[config.mk]
export PLATFORM = sky130hd
export DESIGN_NAME = tiny_nn_core_ctrl_flat
export DESIGN_NICKNAME = d
export VERILOG_FILES = /design/src/rtl/tiny_nn_core_ctrl_if.sv /design/src/rtl/tiny_nn_core_ctrl.sv /design/src/flat_wrapper.sv
export SDC_FILE = /design/constraint.sdc
export NUM_CORES = 1
export LEC_CHECK = 0
export BUFFER_PORTS_ARGS = -buffer_cell sky130_fd_sc_hd__buf_2
export CORE_MARGIN = 3
export CORE_UTILIZATION = 36
export CTS_BUF_LIST = sky130_fd_sc_hd__clkbuf_16
export DETAILED_ROUTE_END_ITERATION = 7
export MAX_ROUTING_LAYER = met4
export PLACE_DENSITY = 0.8
export SYNTH_ARGS = -nofsm -noshare
export SYNTH_HDL_FRONTEND = slang
export SYNTH_SLANG_ARGS = --single-unit
[constraint.sdc]
create_clock -name clk_i -period 1.85 [get_ports clk_i]
set_input_delay 0.0925 -clock clk_i [delete_from_list [all_inputs] [get_ports clk_i]]
set_output_delay 0.0925 -clock clk_i [all_outputs]
set_load 0.1 [all_outputs]
[src/rtl/tiny_nn_core_ctrl_if.sv]
// Command, result and core-strobe bundle between the tiny_nn_core sequencer and its neighbours.
// slave is the sequencer's view; master is the command source / result sink / core side.
interface tiny_nn_core_ctrl_if #(
    parameter int unsigned FpWidth     = 16,
    parameter int unsigned ArrayWidth  = 4,
    parameter int unsigned ArrayHeight = 2
);
    typedef logic [FpWidth-1:0] fp_t;

    logic                               cmd_valid;
    logic                               cmd_ready;
    logic [1:0]                         cmd_op;
    fp_t                                cmd_data;
    fp_t                                val;
    logic [ArrayHeight-1:0]             val_shift;
    fp_t                                param;
    logic [ArrayHeight*ArrayWidth-1:0]  param_write;
    logic                               mul_row_sel;
    logic                               mul_en;
    logic [1:0]                         accumulate_en;
    fp_t                                accumulate;
    logic                               result_valid;
    logic                               result_ready;
    fp_t                                result;

    modport slave (
        input  cmd_valid, cmd_op, cmd_data, accumulate, result_ready,
        output cmd_ready, val, val_shift, param, param_write,
               mul_row_sel, mul_en, accumulate_en, result_valid, result
    );

    modport master (
        output cmd_valid, cmd_op, cmd_data, accumulate, result_ready,
        input  cmd_ready, val, val_shift, param, param_write,
               mul_row_sel, mul_en, accumulate_en, result_valid, result
    );
endinterface

[src/rtl/tiny_nn_core_ctrl.sv]
// Command sequencer for tiny_nn_core: loads parameters/values, runs the fixed
// multiply/accumulate schedule and returns the dot product on a valid/ready port.
module tiny_nn_core_ctrl #(
    parameter int unsigned ValArrayWidth  = 4,
    parameter int unsigned ValArrayHeight = 2,
    parameter int unsigned FpWidth        = 16
) (
    input  logic               clk_i,
    input  logic               rst_ni,
    tiny_nn_core_ctrl_if.slave bus
);
    localparam int unsigned NumParams = ValArrayWidth * ValArrayHeight;
    localparam int unsigned ParamIdxW = $clog2(NumParams);
    localparam int unsigned ValCntW   = $clog2(ValArrayWidth);
    localparam int unsigned ValRowW   = (ValArrayHeight > 1) ? $clog2(ValArrayHeight) : 1;

    localparam logic [1:0] OpLoadParam = 2'd0;
    localparam logic [1:0] OpLoadVal   = 2'd1;
    localparam logic [1:0] OpRun       = 2'd2;
    localparam logic [1:0] OpClear     = 2'd3;

    localparam logic [2:0] StIdle   = 3'd0;
    localparam logic [2:0] StMul0   = 3'd1;
    localparam logic [2:0] StMul1   = 3'd2;
    localparam logic [2:0] StAcc0   = 3'd3;
    localparam logic [2:0] StAcc1   = 3'd4;
    localparam logic [2:0] StFinal  = 3'd5;
    localparam logic [2:0] StResult = 3'd6;

    logic [2:0]           state_q, state_d;
    logic [ParamIdxW-1:0] param_idx_q, param_idx_d;
    logic [ValCntW-1:0]   val_cnt_q, val_cnt_d;
    logic [ValRowW-1:0]   val_row_q, val_row_d;

    logic                      fire;
    logic                      ready;
    logic [NumParams-1:0]      param_write;
    logic [ValArrayHeight-1:0] val_shift;
    logic                      mul_en;
    logic                      mul_row_sel;
    logic [1:0]                acc_en;
    logic                      result_valid;
    logic [FpWidth-1:0]        result;

    assign fire = bus.cmd_valid && (state_q == StIdle);

    // State and load-pointer registers
    always_ff @(posedge clk_i) begin
        if (!rst_ni) begin
            state_q     <= StIdle;
            param_idx_q <= '0;
            val_cnt_q   <= '0;
            val_row_q   <= '0;
        end else begin
            state_q     <= state_d;
            param_idx_q <= param_idx_d;
            val_cnt_q   <= val_cnt_d;
            val_row_q   <= val_row_d;
        end
    end

    // Command decode, schedule sequencing and core strobes
    always_comb begin
        state_d      = state_q;
        param_idx_d  = param_idx_q;
        val_cnt_d    = val_cnt_q;
        val_row_d    = val_row_q;
        ready        = 1'b0;
        param_write  = '0;
        val_shift    = '0;
        mul_en       = 1'b0;
        mul_row_sel  = 1'b0;
        acc_en       = 2'b00;
        result_valid = 1'b0;
        result       = '0;

        case (state_q)
            StIdle: begin
                ready = 1'b1;
                if (fire) begin
                    case (bus.cmd_op)
                        OpLoadParam: begin
                            // Slot index is column-major: x*H + y
                            param_write = NumParams'(1) << param_idx_q;
                            param_idx_d = (param_idx_q == ParamIdxW'(NumParams - 1))
                                          ? '0 : param_idx_q + ParamIdxW'(1);
                        end
                        OpLoadVal: begin
                            val_shift = ValArrayHeight'(1) << val_row_q;
                            if (val_cnt_q == ValCntW'(ValArrayWidth - 1)) begin
                                val_cnt_d = '0;
                                val_row_d = (val_row_q == ValRowW'(ValArrayHeight - 1))
                                            ? '0 : val_row_q + ValRowW'(1);
                            end else begin
                                val_cnt_d = val_cnt_q + ValCntW'(1);
                            end
                        end
                        OpRun:   state_d = StMul0;
                        OpClear: begin
                            param_idx_d = '0;
                            val_cnt_d   = '0;
                            val_row_d   = '0;
                        end
                        default: ;
                    endcase
                end
            end
            // row_sel=1 addresses core row 0; MUL1's partial-sum write is rewritten in ACC1
            StMul0: begin
                mul_en      = 1'b1;
                mul_row_sel = 1'b1;
                state_d     = StMul1;
            end
            StMul1: begin
                mul_en  = 1'b1;
                acc_en  = 2'b01;
                state_d = StAcc0;
            end
            StAcc0: begin
                mul_row_sel = 1'b1;
                acc_en      = 2'b01;
                state_d     = StAcc1;
            end
            StAcc1: begin
                acc_en  = 2'b01;
                state_d = StFinal;
            end
            StFinal: begin
                acc_en  = 2'b10;
                state_d = StResult;
            end
            StResult: begin
                result_valid = 1'b1;
                result       = bus.accumulate;
                if (bus.result_ready) begin
                    state_d = StIdle;
                end
            end
            default: state_d = StIdle;
        endcase
    end

    assign bus.cmd_ready     = ready;
    assign bus.val           = bus.cmd_data;
    assign bus.param         = bus.cmd_data;
    assign bus.val_shift     = val_shift;
    assign bus.param_write   = param_write;
    assign bus.mul_en        = mul_en;
    assign bus.mul_row_sel   = mul_row_sel;
    assign bus.accumulate_en = acc_en;
    assign bus.result_valid  = result_valid;
    assign bus.result        = result;
endmodule

[src/flat_wrapper.sv]
// flat-port wrapper written by rule: the top's interface ports become plain ports
module tiny_nn_core_ctrl_flat 
#(
    parameter int unsigned ValArrayWidth  = 4,
    parameter int unsigned ValArrayHeight = 2,
    parameter int unsigned FpWidth        = 16
)
  (clk_i, rst_ni, bus_cmd_valid, bus_cmd_op, bus_cmd_data, bus_accumulate, bus_result_ready, bus_cmd_ready, bus_val, bus_val_shift, bus_param, bus_param_write, bus_mul_row_sel, bus_mul_en, bus_accumulate_en, bus_result_valid, bus_result);
  tiny_nn_core_ctrl_if #(.FpWidth(FpWidth)) bus_i ();
  input  logic clk_i;
  input  logic rst_ni;
  input wire logic [$bits(bus_i.cmd_valid)-1:0] bus_cmd_valid;
  input wire logic [$bits(bus_i.cmd_op)-1:0] bus_cmd_op;
  input wire logic [$bits(bus_i.cmd_data)-1:0] bus_cmd_data;
  input wire logic [$bits(bus_i.accumulate)-1:0] bus_accumulate;
  input wire logic [$bits(bus_i.result_ready)-1:0] bus_result_ready;
  output wire logic [$bits(bus_i.cmd_ready)-1:0] bus_cmd_ready;
  output wire logic [$bits(bus_i.val)-1:0] bus_val;
  output wire logic [$bits(bus_i.val_shift)-1:0] bus_val_shift;
  output wire logic [$bits(bus_i.param)-1:0] bus_param;
  output wire logic [$bits(bus_i.param_write)-1:0] bus_param_write;
  output wire logic [$bits(bus_i.mul_row_sel)-1:0] bus_mul_row_sel;
  output wire logic [$bits(bus_i.mul_en)-1:0] bus_mul_en;
  output wire logic [$bits(bus_i.accumulate_en)-1:0] bus_accumulate_en;
  output wire logic [$bits(bus_i.result_valid)-1:0] bus_result_valid;
  output wire logic [$bits(bus_i.result)-1:0] bus_result;
  assign bus_i.cmd_valid = bus_cmd_valid;
  assign bus_i.cmd_op = bus_cmd_op;
  assign bus_i.cmd_data = bus_cmd_data;
  assign bus_i.accumulate = bus_accumulate;
  assign bus_i.result_ready = bus_result_ready;
  assign bus_cmd_ready = bus_i.cmd_ready;
  assign bus_val = bus_i.val;
  assign bus_val_shift = bus_i.val_shift;
  assign bus_param = bus_i.param;
  assign bus_param_write = bus_i.param_write;
  assign bus_mul_row_sel = bus_i.mul_row_sel;
  assign bus_mul_en = bus_i.mul_en;
  assign bus_accumulate_en = bus_i.accumulate_en;
  assign bus_result_valid = bus_i.result_valid;
  assign bus_result = bus_i.result;
  tiny_nn_core_ctrl #(.ValArrayWidth(ValArrayWidth), .ValArrayHeight(ValArrayHeight), .FpWidth(FpWidth)) u_core (.clk_i(clk_i), .rst_ni(rst_ni), .bus(bus_i));
endmodule
==> results.md, run 1 <==
- Clock Path Buffers: 2
- Number of DRC markers in iteration 0: 16
- Comb pwr share: 26.3%
- Tmin final: 1.74 ns
- Setup bufs post-CTS: 0
- Top-count cell post-synth: buf_4
- DRC Markers: 0
- Period utilization: 94.0%
- Cells after Synth: 135
- Row cnt: 18
- Most used cell, CP: buf_4
- Max-cap viol count: 0
- Setup Total Neg Slack: 0 ns
- Synthesis-to-finish area growth: 56.9%
- Clk pwr share: 47.6%
- FF/Latch Area: 180 µm²
- Hold Violations, Final: 0
- First-pass GRT wire length: 4.06 mm
- Req. time, crit path: 1.76 ns
- Hold_ws: 0.157 ns
- TritonCTS clock tree: yes
- Worst-margin pin slew: 0.496 ns
- Detailed Place HPWL: 2.09 mm
- CTS clk-pin slew, worst paths: 0.04 ns
- Num ports: 102
- Grt ovf: 0
- EDFF count, synth: 0
- Cell taking the most area after synthesis: buf_4
- Total CTS buffers: 3
- Worst setup SP type: flop
- CP max-delay cell: nor4b_2
- Overall routing resource usage: 15.0%
- PwrDens: 488 nW/µm²
- Clock Skews: 0.00651 ns
- Top post-synthesis cells by area: buf_4 23%, dfxtp_1 17%, ha_1 13%
- Syn Area/Cell: 7.76 µm²
- Synth unique cells: 32
- Drt first pass iters: 4
- Placed cells: 186
- Die Y: 59.9 µm
- HP Class: in2reg
- Net Sw Power: 246 µW
- Placer congestion estimate: 0.856
- CP peak stage delay: 0.35 ns
- Layout net count: 210
- Internal Power: 555 µW
- Area of the multi-input gates: 616 µm²
- Max-slew violation count: 0
- CTS Sinks: 9
- Post-DP Area: 1560 µm²
- Total wire length: 2.56 mm
- CTS H-tree lvls: 1
- Post-synth net total: 184
- Initial antenna violation count: 0
- Via density: 4.75
- ANT cells: 0
- Die Wd: 59.9 µm
- Ys Warns: 0
- Switching part of the total: 30.7%
- Synth Register Bits: 9
- Seq pwr share: 26.1%
- Root buffer cell: clkbuf_16
- Final Instance Count excl. Fillers: 190
- Outcome: finished clean
- Peak supply drop: 740 µV
- Leakage: 0.768 nW
- Final setup violating endpoints: 0
- Starting density of the core: 40.1%
- Mapped Area: 1050 µm²
- Share of cells above drive strength 1: 53.1%
- FMAX: 575 MHz
- Worst-Skew Late Latency: 0.24 ns
- Critical Path Fanout Max: 9
- FILL cells: 225
- Largest net degree at the start of global routing: 18
- Routed via count: 902
- Post-synth top area share: 22.9%
- WL/cell: 13.5 µm
- Vias in the first global route: 879
- Final worst slack: 0.112 ns
- ANT nets after route: 0
- Synth cell count leaders: 32 x buf_4, 18 x and2_1, 11 x ha_1
- Fin area: 1640 µm²
- Synth Flop Type: dfxtp_1
- Slew HR: 67.1%
- Buffers on Ports: 53
- Cell-by-cell trace of the critical path: buf_4, nor4b_2, buf_4, and3_2, buf_12
- Core footprint: 2610 µm²
- Data arrival, critical path: 1.65 ns
- FFs w/ async S/R, synth: 0%
- Worst slack, placed: 0.285 ns
- Register area share after synthesis: 17.2%
- DIE AREA: 3590 µm²
- CP endpoint kind: output pin
- RSZ-0062 raised after global routing: false
- Critical path class: reg2out
[layout make-up]
type	count	share of cell area, %
tap	30	2.28
clock buffer	3	4.57
sequential	9	11.0
multi-input combinational	82	37.5
timing repair buffer	57	42.7
inverter	8	1.83
clock inverter	1	0.228
[what timing repair did]
action                                  4_1_cts  5_1_grt
gates resized for setup                       0        1
hold buffers                                  0        0
endpoints found under the setup margin        0        5
[cell usage in the layout (no fill, tap or decap), types with 4 or more instances in the layout]
cell type	instances
buf_12	27
buf_2	26
ha_1	11
inv_1	9
and2_1	9
and3_2	9
dfxtp_1	9
and2_2	8
nor2_1	6
nand2_1	5
a21oi_1	5
o21ai_0	4
buf_4	4
[cell families after synthesis]
family	count (synthesis)	share of synthesized area (%)
fa+ha+maj	11	13.1
flops	9	17.2
mux	1	0.956
simple gates	54	31.2
compound gates	16	9.44
buf+inv	44	28.1
[path summary, 6_finish.rpt]
path / start / slack [ns] / end / cells past startpoint
min: rst_ni / 0.16 / u_core.val_cnt_q[0] / 3
max reg2reg: u_core.state_q[0] / 0.25 / u_core.param_idx_q[2] / 3
min reg2reg: u_core.val_cnt_q[1] / 0.48 / u_core.val_cnt_q[1] / 2
max: u_core.state_q[1] / 0.11 / bus_param_write[7] / 5
[power groups by stage]
stage	sequential [mW]	clock [mW]	combinational, mW
detailed placement	0.212	0	0.209
CTS	0.209	0.382	0.211
global placement	0.212	0	0.205
global route	0.211	0.396	0.228
finish	0.209	0.381	0.211
floorplan	0.208	0	0.480
[state kept, by name (all words and copies together) (netlist names)]
signal and count:
u_core.param_idx_q 3, u_core.state_q 3, u_core.val_cnt_q 2, u_core.val_row_q 1
[critical path: cells and delay by family, from the launching register on]
family	cells	cell delay, ns
buf+inv	3	0.54
simple gates	2	0.56
flops	1	0.30
[per-layer routing]
| layer | vias to the layer above | GRT usage, % | part of all wire (%) |
|---|---|---|---|
| met5 | - | - | 0 |
| met3 | 9 | 5.18 | 8.0 |
| met4 | 0 | 4.11 | 1.1 |
| met2 | 24 | 22.8 | 52 |
| li1 | 464 | - | - |
| met1 | 405 | 18.6 | 39 |
[through the flow]
| stage | util, % | power (mW) |
|---|---|---|
| after floorplan | - | 0.688 |
| after global placement | 59.8 | 0.417 |
| after detailed placement | 59.8 | 0.422 |
| after CTS | 62.8 | 0.802 |
| after global routing | 62.9 | 0.834 |
| final | 62.9 | 0.801 |
No activity file was read; power rests on OpenSTA's default activity.
==> inputs of run 2 (changes only) <==
- CORE_ASPECT_RATIO: not set -> 0.7
==> run 2 against run 1 <==
Compared with the run above:
- critical path type unchanged
- routed wire length grew 9.2%
- clock-buffer cell count is the same
- total power grew 2.6%
- hold slack lost 0.0034 ns
- sequential share of layout area grew 0.085 points
- sequential power grew 3%
- register-to-register slack lost 0.08 ns
- critical path depth is the same
- cell area is essentially flat
==> results.md, run 2 (synthesis gave the netlist of run 1 again) <==
- Most frequent cells in the layout: 27 x buf_12, 26 x buf_2, 11 x ha_1
- Detailed Place HPWL: 2.27 mm (+8.8%)
- Placer congestion estimate: 0.844 (-1.3%)
- Net Sw Power: 264 µW (+7.3%)
- Total CTS buffers: 3 (unchanged)
- Commonest non-fill, non-tap cell in the layout: buf_12
- Core footprint: 2610 µm² (-0.14%)
- Leakage: 0.761 nW (-0.92%)
- Delay-heaviest family, CP: flip-flops
- RSZ-0062 raised after global routing: false
- FMAX: 571 MHz (-0.74%)
- Synthesis-to-finish area growth: 56.7% (about the same)
- Switching part of the total: 32.1% (+1.4 points)
- Worst r2r src: u_core.state_q[1]
- Worst Hold Path Cells: 3 (unchanged)
- Worst setup SP type: flop
- Internal Power: 558 µW (+0.51%)
- CTS Sinks: 9 (unchanged)
- Critical Path Fanout Max: 17 (+8)
- Via density: 4.96 (+4.6%)
- Final Instance Count excl. Fillers: 192 (+1.1%)
- Clock Skews: 0.00289 ns (-0.00362 ns)
- Critical path class: reg2out
- Vias in the first global route: 896 (+1.9%)
- Global route hottest layer: met2
- Placed cells: 188 (+1.1%)
- HP Class: in2reg
- CTS H-tree lvls: 1 (unchanged)
- Root buffer cell: clkbuf_16
- GR Util met3: 4.13% (-1.1 points)
- WL/cell: 14.6 µm (+8.0%)
- Worst R2R Path Depth: 3 (unchanged)
- FF/Latch Area: 181 µm² (+0.69%)
- DRC Markers: 0 (unchanged)
- Max-cap viol count: 0 (unchanged)
- Overall routing resource usage: 15.1% (+0.10 points)
- GR Layer Usage met1: 18.6% (-0.062 points)
- Clock Path Buffers: 2 (unchanged)
- Grt ovf: 0 (unchanged)
- Buffers on Ports: 53 (unchanged)
- Cts hold-fix bufs: 0 (unchanged)
- TritonCTS clock tree: yes
- Outcome: finished clean
- PostCTS Resize Cnt: 0 (unchanged)
- Fin area: 1640 µm² (about the same)
- ANT cells: 0 (unchanged)
- Largest registers: u_core.param_idx_q: 3 flops, u_core.state_q: 3 flops, u_core.val_cnt_q: 2 flops
- Period utilization: 94.7% (+0.70 points)
- Die Y: 51.1 µm (-15%)
- Data arrival, critical path: 1.66 ns (about the same)
- Row cnt: 15 (-3)
- CTS clk-pin slew, worst paths: 0.04 ns (about the same)
- Number of DRC markers in iteration 0: 24 (+8)
- Starting density of the core: 40.1% (+0.058 points)
- Comb pwr share: 25.5% (-0.8 points)
- PwrDens: 501 nW/µm² (+2.7%)
- Die Wd: 70.5 µm (+18%)
- Cell-by-cell trace of the critical path: inv_1, nor2_1, buf_4, and2_1, buf_12
- CP endpoint kind: output pin
- Area of the multi-input gates: 622 µm² (+1.0%)
- Num ports: 102 (unchanged)
- Largest net degree at the start of global routing: 18 (unchanged)
- Total wire length: 2.79 mm (+9.2%)
- DIE AREA: 3600 µm² (+0.29%)
- Worst-Skew Late Latency: 0.24 ns (about the same)
- Setup bufs post-CTS: 0 (unchanged)
- Layout net count: 208 (-0.95%)
- Share of cells above drive strength 1: 53.2% (about the same)
- Tmin final: 1.75 ns (+0.0129 ns)
- FILL cells: 196 (-13%)
- Final setup violating endpoints: 0 (unchanged)
- Routed via count: 953 (+5.7%)
- Hold Path Sink: u_core.val_cnt_q[1]
- Initial antenna violation count: 0 (unchanged)
- Drt first pass iters: 4 (unchanged)
- Req. time, crit path: 1.76 ns (about the same)
- Hold Violations, Final: 0 (unchanged)
- CP Buf/Inv Count: 3 (unchanged)
- Worst-margin pin slew: 0.511 ns (+0.0146 ns)
- Slew HR: 66.2% (-0.97 points)
- Clk pwr share: 48.4% (+0.8 points)
- First-pass GRT wire length: 4.17 mm (+2.5%)
- Max-slew violation count: 0 (unchanged)
- Peak supply drop: 611 µV (-17%)
- Met2 GRT Util: 22.4% (-0.48 points)
- FF-to-FF End: u_core.param_idx_q[2]
- CP max-delay cell: dfxtp_1
- CP peak stage delay: 0.56 ns (+0.21 ns)
- ANT nets after route: 0 (unchanged)
- Worst hold path startpoint: rst_ni
- Reg2reg setup slack: 0.17 ns (-0.08 ns)
- Post-DP Area: 1550 µm² (-0.64%)
- Seq pwr share: 26.1% (about the same)
[run 2: changes by cell type in the layout (fill, tap and decap cells not counted), sizes merged]
cell    previous run  this run
buf               57        55
clkinv             0         1
inv                9         8
[run 2: cell type report]
cell class / count / area share (%)
repair buffers: 55 / 41.8
inverters: 8 / 1.83
well taps: 34 / 2.59
flip-flops and latches: 9 / 11.1
multi-input cells: 82 / 37.9
clock buffers: 3 / 4.57
clock inverters: 1 / 0.305
[run 2: per-stage QoR]
stage | setup TNS (ns) | total power [mW] | setup slack [ns] | hold slack (ns) | utilization [%]
floorplan | -0.274 | 0.688 | -0.274 | 0.249 | -
global placement | 0 | 0.416 | 0.286 | 0.186 | 59.5
detailed placement | 0 | 0.422 | 0.223 | 0.186 | 59.5
CTS | 0 | 0.817 | 0.0687 | 0.151 | 62.5
global route | 0 | 0.846 | 0.0328 | 0.163 | 62.9
finish | 0 | 0.822 | 0.0989 | 0.154 | 62.9
[run 2: power groups by stage]
stage / clock, mW / sequential, mW / combinational [mW]
global route: 0.409 / 0.216 / 0.221
floorplan: 0 / 0.208 / 0.480
global placement: 0 / 0.215 / 0.201
detailed placement: 0 / 0.216 / 0.206
CTS: 0.397 / 0.213 / 0.207
finish: 0.397 / 0.215 / 0.210
[run 2: worst max path at each step]
| stage | startpoint | end | cells past startpoint |
|---|---|---|---|
| floorplan | u_core.state_q[0] | bus_result[10] | 5 |
| global placement | u_core.state_q[1] | u_core.param_idx_q[2] | 3 |
| detailed placement | u_core.state_q[1] | u_core.param_idx_q[2] | 3 |
| CTS | u_core.state_q[2] | bus_result[1] | 5 |
| global route | u_core.state_q[1] | bus_param_write[0] | 4 |
| finish | u_core.state_q[1] | bus_result[1] | 5 |
[run 2: worst reg2reg max path, stage by stage (launching register included)]
cell	delay, ns
dfxtp_1	0.42
or4b_4	0.62
or4_1	0.42
a21oi_1	0.15
[run 2: routing by layer]
layer  routed length [µm]  part of all wire [%]
met1                 1210                    43
met2                 1350                    48
met3                  182                   6.5
met4                   55                   2.0
met5                    0                     0
